[config.mk]
export PLATFORM = sky130hd
export DESIGN_NAME = mem_port_arbiter
export DESIGN_NICKNAME = d
export VERILOG_FILES = /design/src/rtl/mem_port_arbiter_pkg.sv /design/src/rtl/arb_wait_timer.sv /design/src/rtl/mem_port_arbiter.sv
export SDC_FILE = /design/constraint.sdc
export NUM_CORES = 1
export LEC_CHECK = 0
export CORE_MARGIN = 2
export CORE_UTILIZATION = 39
export CTS_CLUSTER_DIAMETER = 30
export DETAILED_ROUTE_END_ITERATION = 16
export HOLD_SLACK_MARGIN = 0.12
export PLACE_DENSITY = 0.8
export SETUP_SLACK_MARGIN = 0.5
export SLEW_MARGIN = 20
export SYNTH_ARGS = -nofsm -noshare
export SYNTH_HDL_FRONTEND = slang
export SYNTH_HIERARCHICAL = 1
export SYNTH_SLANG_ARGS = --single-unit
[constraint.sdc]
create_clock -name clk -period 1.9 [get_ports clk]
set_input_delay 0.38 -clock clk [delete_from_list [all_inputs] [get_ports clk]]
set_output_delay 0.38 -clock clk [all_outputs]
set_load 0.1 [all_outputs]
[src/rtl/mem_port_arbiter_pkg.sv]
// Shared types for the IF/MEM memory port arbiter.
package mem_port_arbiter_pkg;

    typedef enum logic [1:0] {
        ARB_IDLE       = 2'd0,
        ARB_DATA       = 2'd1,
        ARB_FETCH      = 2'd2,
        ARB_FETCH_DROP = 2'd3
    } arb_state_e;

endpackage

[src/rtl/arb_wait_timer.sv]
// Counts stalled cycles of an outstanding bus transaction and flags expiry.
module arb_wait_timer #(
    parameter int TIMEOUT_CYC = 0
) (
    input  logic clk,
    input  logic rstn,
    input  logic clr,
    input  logic en,
    output logic expire
);

    localparam int W = $clog2(TIMEOUT_CYC + 2);
    localparam logic [W-1:0] LAST = W'(TIMEOUT_CYC > 0 ? TIMEOUT_CYC - 1 : 0);

    logic [W-1:0] wait_cnt;

    always_ff @(posedge clk) begin
        if (!rstn)
            wait_cnt <= '0;
        else if (clr)
            wait_cnt <= '0;
        else if (en)
            wait_cnt <= wait_cnt + W'(1);
    end

    // A zero timeout disables expiry entirely.
    assign expire = (TIMEOUT_CYC > 0) && en && (wait_cnt == LAST);

endmodule

[src/rtl/mem_port_arbiter.sv]
// Arbitrates one unified memory port between fetch and load/store,
// one outstanding transaction, data priority with fetch starvation guard.
module mem_port_arbiter
    import mem_port_arbiter_pkg::*;
#(
    parameter int TIMEOUT_CYC  = 0,
    parameter int FETCH_STARVE = 4
) (
    input  logic        clk,
    input  logic        rstn,
    input  logic        if_req,
    input  logic [31:0] if_addr,
    input  logic        if_flush,
    output logic [31:0] if_rdata,
    output logic        if_valid,
    input  logic        dm_req,
    input  logic        dm_we,
    input  logic [31:0] dm_addr,
    input  logic [31:0] dm_wdata,
    input  logic [3:0]  dm_be,
    output logic [31:0] dm_rdata,
    output logic        dm_done,
    output logic        mem_req,
    output logic        mem_we,
    output logic [31:0] mem_addr,
    output logic [31:0] mem_wdata,
    output logic [3:0]  mem_be,
    input  logic        mem_ack,
    input  logic [31:0] mem_rdata,
    output logic        stall_if,
    output logic        stall_mem,
    output logic        bus_err
);

    localparam int SW = $clog2(FETCH_STARVE + 1);
    localparam logic [SW-1:0] STARVE_MAX = SW'(FETCH_STARVE);

    arb_state_e    state, state_nxt;
    logic [SW-1:0] starve_cnt;
    logic          grant_d, grant_f, fin_d, fin_f, err, expire;

    arb_wait_timer #(.TIMEOUT_CYC(TIMEOUT_CYC)) u_timer (
        .clk    (clk),
        .rstn   (rstn),
        .clr    (grant_d | grant_f),
        .en     (mem_req & ~mem_ack),
        .expire (expire)
    );

    always_ff @(posedge clk) begin
        if (!rstn)
            state <= ARB_IDLE;
        else
            state <= state_nxt;
    end

    always_comb begin
        state_nxt = state;
        grant_d   = 1'b0;
        grant_f   = 1'b0;
        fin_d     = 1'b0;
        fin_f     = 1'b0;
        err       = 1'b0;
        case (state)
            ARB_IDLE: begin
                if (dm_req && (starve_cnt < STARVE_MAX || !if_req || if_flush)) begin
                    grant_d   = 1'b1;
                    state_nxt = ARB_DATA;
                end else if (if_req && !if_flush) begin
                    grant_f   = 1'b1;
                    state_nxt = ARB_FETCH;
                end
            end
            ARB_DATA: begin
                if (mem_ack || expire) begin
                    fin_d     = 1'b1;
                    err       = ~mem_ack;
                    state_nxt = ARB_IDLE;
                end
            end
            ARB_FETCH: begin
                // A flush without a response cannot cancel the bus cycle; park in DROP.
                if (mem_ack || expire) begin
                    fin_f     = ~if_flush;
                    err       = ~mem_ack;
                    state_nxt = ARB_IDLE;
                end else if (if_flush) begin
                    state_nxt = ARB_FETCH_DROP;
                end
            end
            ARB_FETCH_DROP: begin
                if (mem_ack || expire) begin
                    err       = ~mem_ack;
                    state_nxt = ARB_IDLE;
                end
            end
            default: state_nxt = ARB_IDLE;
        endcase
    end

    always_ff @(posedge clk) begin
        if (!rstn) begin
            mem_req    <= 1'b0;
            mem_we     <= 1'b0;
            mem_addr   <= '0;
            mem_wdata  <= '0;
            mem_be     <= '0;
            if_rdata   <= '0;
            dm_rdata   <= '0;
            if_valid   <= 1'b0;
            dm_done    <= 1'b0;
            bus_err    <= 1'b0;
            starve_cnt <= '0;
        end else begin
            if_valid <= fin_f;
            dm_done  <= fin_d;
            bus_err  <= err;
            if (grant_d) begin
                mem_req   <= 1'b1;
                mem_we    <= dm_we;
                mem_addr  <= dm_addr;
                mem_wdata <= dm_wdata;
                mem_be    <= dm_be;
            end else if (grant_f) begin
                mem_req  <= 1'b1;
                mem_we   <= 1'b0;
                mem_addr <= if_addr;
                mem_be   <= 4'hF;
            end else if (state_nxt == ARB_IDLE) begin
                mem_req <= 1'b0;
            end
            if (fin_d && (err || !mem_we))
                dm_rdata <= err ? 32'd0 : mem_rdata;
            if (fin_f)
                if_rdata <= err ? 32'd0 : mem_rdata;
            if (grant_f)
                starve_cnt <= '0;
            else if (grant_d)
                starve_cnt <= !if_req ? '0 :
                              (starve_cnt == STARVE_MAX) ? STARVE_MAX : starve_cnt + SW'(1);
        end
    end

    assign stall_if  = if_req & ~if_valid;
    assign stall_mem = dm_req & ~dm_done;

endmodule

# After elaboration in Yosys (flattened, before gate mapping)
# Cells that the tools add are included.
# classes
add_sub_neg	1
order_cmp	1
eq_ne	4
n_mux	29
n_bitwise	7
n_reduce_logical	16
# op_table
operator	count
$mux 32	3
$mux 1	16
$mux 2	5
$mux 4	2
$mux 3	2
$pmux 2 s3	1
$not 1->1	5
$eq 2x2->1 const B	2
$logic_not 2->1	2
$reduce_or 2->1	2
$add 3x1->3 const B	1
$eq 3x3->1 const B	1
$logic_and 1x1->1	3
$logic_not 1->1	3
$logic_or 1x1->1	3
$lt 3x3->1 const B	1
$reduce_bool 3->1	1
$reduce_or 3->1	1
$and 1x1->1	2
$eq 2x1->1 const B	1
$reduce_bool 2->1	1
# totals
reg_bits	142
input_bits	139
output_inout_bits	139
wordCells	70

# Logic depth before layout (Yosys ltp)
# logic_depth
word_depth	10
depth_mapped	6
mapped_depth_nobuf	5

# Cells and area by module
# Netlist, hierarchy kept.
# by_module_without_submodules
module	n_inst	cells_each	area_per_inst_um2	seq_area_each_um2
mem_port_arbiter	1	618	5252.5	2842.7
arb_wait_timer	1	2	11.3	0.0

# Worst setup path before layout
# OpenSTA, ideal clock, no wires.
# synth_path
path_kind	register to output
startpoint	register if_valid
endpoint	output port stall_if
arrival_time_ns	2.114
required_ns	1.520
path_slack_ns	-0.594
path_stages_with_launch	2
n_path_buf	0
cell_sequence	dfxtp_1 -> nor2b_1
# synth_via
elab_chain_len	2
# synth_lines
item	line_no	rtl
from (decl)	mem_port_arbiter.sv:15	output logic if_valid,
from (signal assigned)	mem_port_arbiter.sv:115	if_valid <= fin_f;
$not 1->1	mem_port_arbiter.sv:144	assign stall_if = if_req & ~if_valid;
$and 1x1->1	mem_port_arbiter.sv:144	
to (decl)	mem_port_arbiter.sv:30	output logic stall_if,
# No other way between the ends.

# Final worst setup path
# layout_path
startpoint	input port if_req
endpoint	output port stall_if
# layout_via
elab_chain_len	1
# layout_lines
item	line_no	rtl
from (decl)	mem_port_arbiter.sv:11	input logic if_req,
$and 1x1->1	mem_port_arbiter.sv:144	
# No other way between the ends.

==> metrics list <==
- The checks that failed: max-slew violations.
* Die Y-Extent: 120 um
- Derived from the worst setup path, the maximum achievable clock frequency is 0.653 GHz.
- Wire length of the first global-routing pass: 29.7 mm
- Floorplan Core Area: 13200 um^2
* CTS tree: yes
- Crit path cell chain: clkdlybuf4s15_1 > buf_4 > nor2b_4 > buf_12
- The worst path needs 1530 ps of the cycle, external delays included.
- Worst path max stage delay: 240 ps
- The via count of the first global-routing pass came to 5538.
* Ys Warns: 6
* Total CTS buffers: 17
* Number of failing setup endpoints in the final timing report: 0
- Deepest level of the CTS H-tree: 4
* Clock Pin Slew Worst Setup and Hold Paths: 70 ps
- The die covers 14400 um^2.
- Insertion delay of the later-clocked pin in the worst-skew pair: 420 ps
- Min setup slack post-route: 369 ps
* Weighted congestion reported at the end of routability-driven placement: 0.930
- Utilization of the core after routing: 0.853
* Relative slew slack: -0.749
* Iter 0 DRT Violations: 676
* DP HPWL: 12.6 mm
* Unrepaired setup endpoints after global routing: yes
- Number of I/O port buffers: 277
* Drt pass-1 iters: 8
- HP Class: reg2reg
- Max Fanout on Critical Path: 4
- Area growth from synthesis to layout: 114%
* Crit path launch type: input pin
- Syn avg cell area: 8.50 um^2
- Clock tree buffer depth: 2
- Net total in the final layout: 1058
* Largest voltage drop on the vdd net: 0.000622 V
- Dividing the detail-routed via count by the number of cells gives 5.69.
- Across the routed clock network, the largest skew measured is 13.4 ps.
- The tree is rooted in a sky130_fd_sc_hd__clkbuf_16.
* Startpoint-to-endpoint class of the critical path: in2out
- I/O pins: 278
* Synthesized instance count: 618
* Top Family by Delay on Critical Path: buffers and inverters
- For this design, the slowest cell found on the critical path is sky130_fd_sc_hd__clkdlybuf4s15_1.
* Wirelength per Cell: 22.6 um
- STA puts the critical path data arrival time at 1150 ps.
- For the worst setup path, the data required time is 1520 ps.
- Wire length reported by the detailed router: 25.1 mm
* Quantity of hold-fixing buffers added after cts: 0
* Share of cells above drive strength 1: 0.414
* Maximum number of pins on one net before global-route repair: 37
- Vias after detailed routing: 6301
* Number of DRC violations after detailed routing: 0
* Global Route Usage Sum: 0.264
- Antenna violations before repair: 3
- Global routing finished with a remaining overflow of 0.
- Net count of the mapped netlist: 759
- Total clock sinks: 142
- The flow ran to the end, but the final reports show violations.
- Initial cell density of the core: 0.398
* CP Buf/Inv Count: 3
- The worst setup path is captured at an output pin.
* Transition at the pin with the smallest max-transition slack: 2610 ps
- The hold violation count in the final report came to 0.
- In this run the cell area of the synthesized design comes to 5250 um^2.
- After floorplanning, the core was divided into 42 placement rows.
- Across the run, the number of max-cap violations was 0.
- The analysis attributes to cell leakage a power of 0.00424 uW.
- The detail route stage leaves a number of antenna-violating nets equal to 0.
- The floorplan step set the die width to 120 um.
- In the finished design, the share of the clock period the worst path needs comes to 0.806.
- OpenSTA, run right after detailed placement, puts the worst setup slack at -117 ps.
* Final Max Slew Viols: 34
- Dividing total power by cell area gives a power density of 843 nW/um^2.
final cells by class:
cell class	count	area (um^2)
Multi-Input combinational cell	415	2510
Inverter	4	17.5
Clock buffer	23	488
Clock inverter	9	131
Sequential cell	142	2960
Tap cell	176	220
Antenna cell	2	5.00
Fill cell	597	1930
Timing Repair Buffer	337	4930
cells in the final DEF, fill, tap and decap left out, types with 14 or more instances in the layout:
cell and instances:
sky130_fd_sc_hd__clkbuf_16 25, sky130_fd_sc_hd__buf_6 23, sky130_fd_sc_hd__dfxtp_1 58, sky130_fd_sc_hd__nand3_1 34
sky130_fd_sc_hd__nand2_1 108, sky130_fd_sc_hd__a222oi_1 31, sky130_fd_sc_hd__buf_8 14, sky130_fd_sc_hd__a21oi_2 30
sky130_fd_sc_hd__buf_4 18, sky130_fd_sc_hd__nand2_4 22, sky130_fd_sc_hd__nand4_1 33, sky130_fd_sc_hd__dfxtp_2 79
sky130_fd_sc_hd__clkdlybuf4s50_1 134, sky130_fd_sc_hd__buf_12 134, sky130_fd_sc_hd__a21oi_1 76, sky130_fd_sc_hd__nor2_1 43
power breakdown:
part           internal, uW  total [uW]  switching, uW  leakage (uW)
Clock                  2210        3520           1310      0.000304
Combinational          1080        2680           1600       0.00274
Sequential             3130        3300            165       0.00120
Total                  6420        9490           3070       0.00424
layer usage:
metal | vias up | routed length (um) | track usage
met3 | 97 | 2080 | 0.0765
met1 | 3009 | 8770 | 0.314
met2 | 407 | 12900 | 0.440
li1 | 2786 | - | -
met4 | 2 | 1360 | 0.120
met5 | - | 12 | 0
what timing repair did:
item / in CTS / in global routing
gates resized for setup: 194 / 369
pin swaps: 10 / 45
buffers inserted: 6 / 9
gates cloned: 2 / 9
hold endpoints to repair: 0 / 0
setup endpoints to repair: 270 / 239
final timing paths:
check        cells past startpoint  slack, ps           from      endpoint
min                              2        470   if_rdata[24]  if_rdata[24]
min reg2reg                      2        470   if_rdata[24]  if_rdata[24]
max                              4        370         if_req      stall_if
max reg2reg                      5        370  starve_cnt[2]  mem_addr[14]
stage by stage:
| stage | power (uW) | hold slack [ps] | cell area (um^2) | cells | setup TNS [ps] |
|---|---|---|---|---|---|
| after floorplan | 4660 | 449 | 5290 | 618 | 0 |
| after global placement | 5410 | 442 | 8200 | 1048 | -684 |
| after detailed placement | 5420 | 448 | 8200 | 1048 | -2860 |
| after CTS | 9050 | 468 | 9630 | 1088 | 0 |
| after global routing | 9740 | 490 | 11300 | 1108 | 0 |
| final | 9490 | 470 | 11300 | 1108 | 0 |
worst register-to-register path, stage by stage (launching register included):
cell,delay [ps]
sky130_fd_sc_hd__dfxtp_2,390
sky130_fd_sc_hd__nand3b_1,130
sky130_fd_sc_hd__and3_4,230
sky130_fd_sc_hd__buf_12,150
sky130_fd_sc_hd__a222oi_1,380
sky130_fd_sc_hd__nor2_1,110
state kept, by name (all words and copies together), names as in the netlist:
name        count
if_rdata       32
state           2
mem_wdata      32
dm_rdata       32
mem_we          1
mem_addr       32
mem_req         1
bus_err         1
starve_cnt      3
mem_be          4
if_valid        1
dm_done         1
No activity file was read; power rests on OpenSTA's default activity.
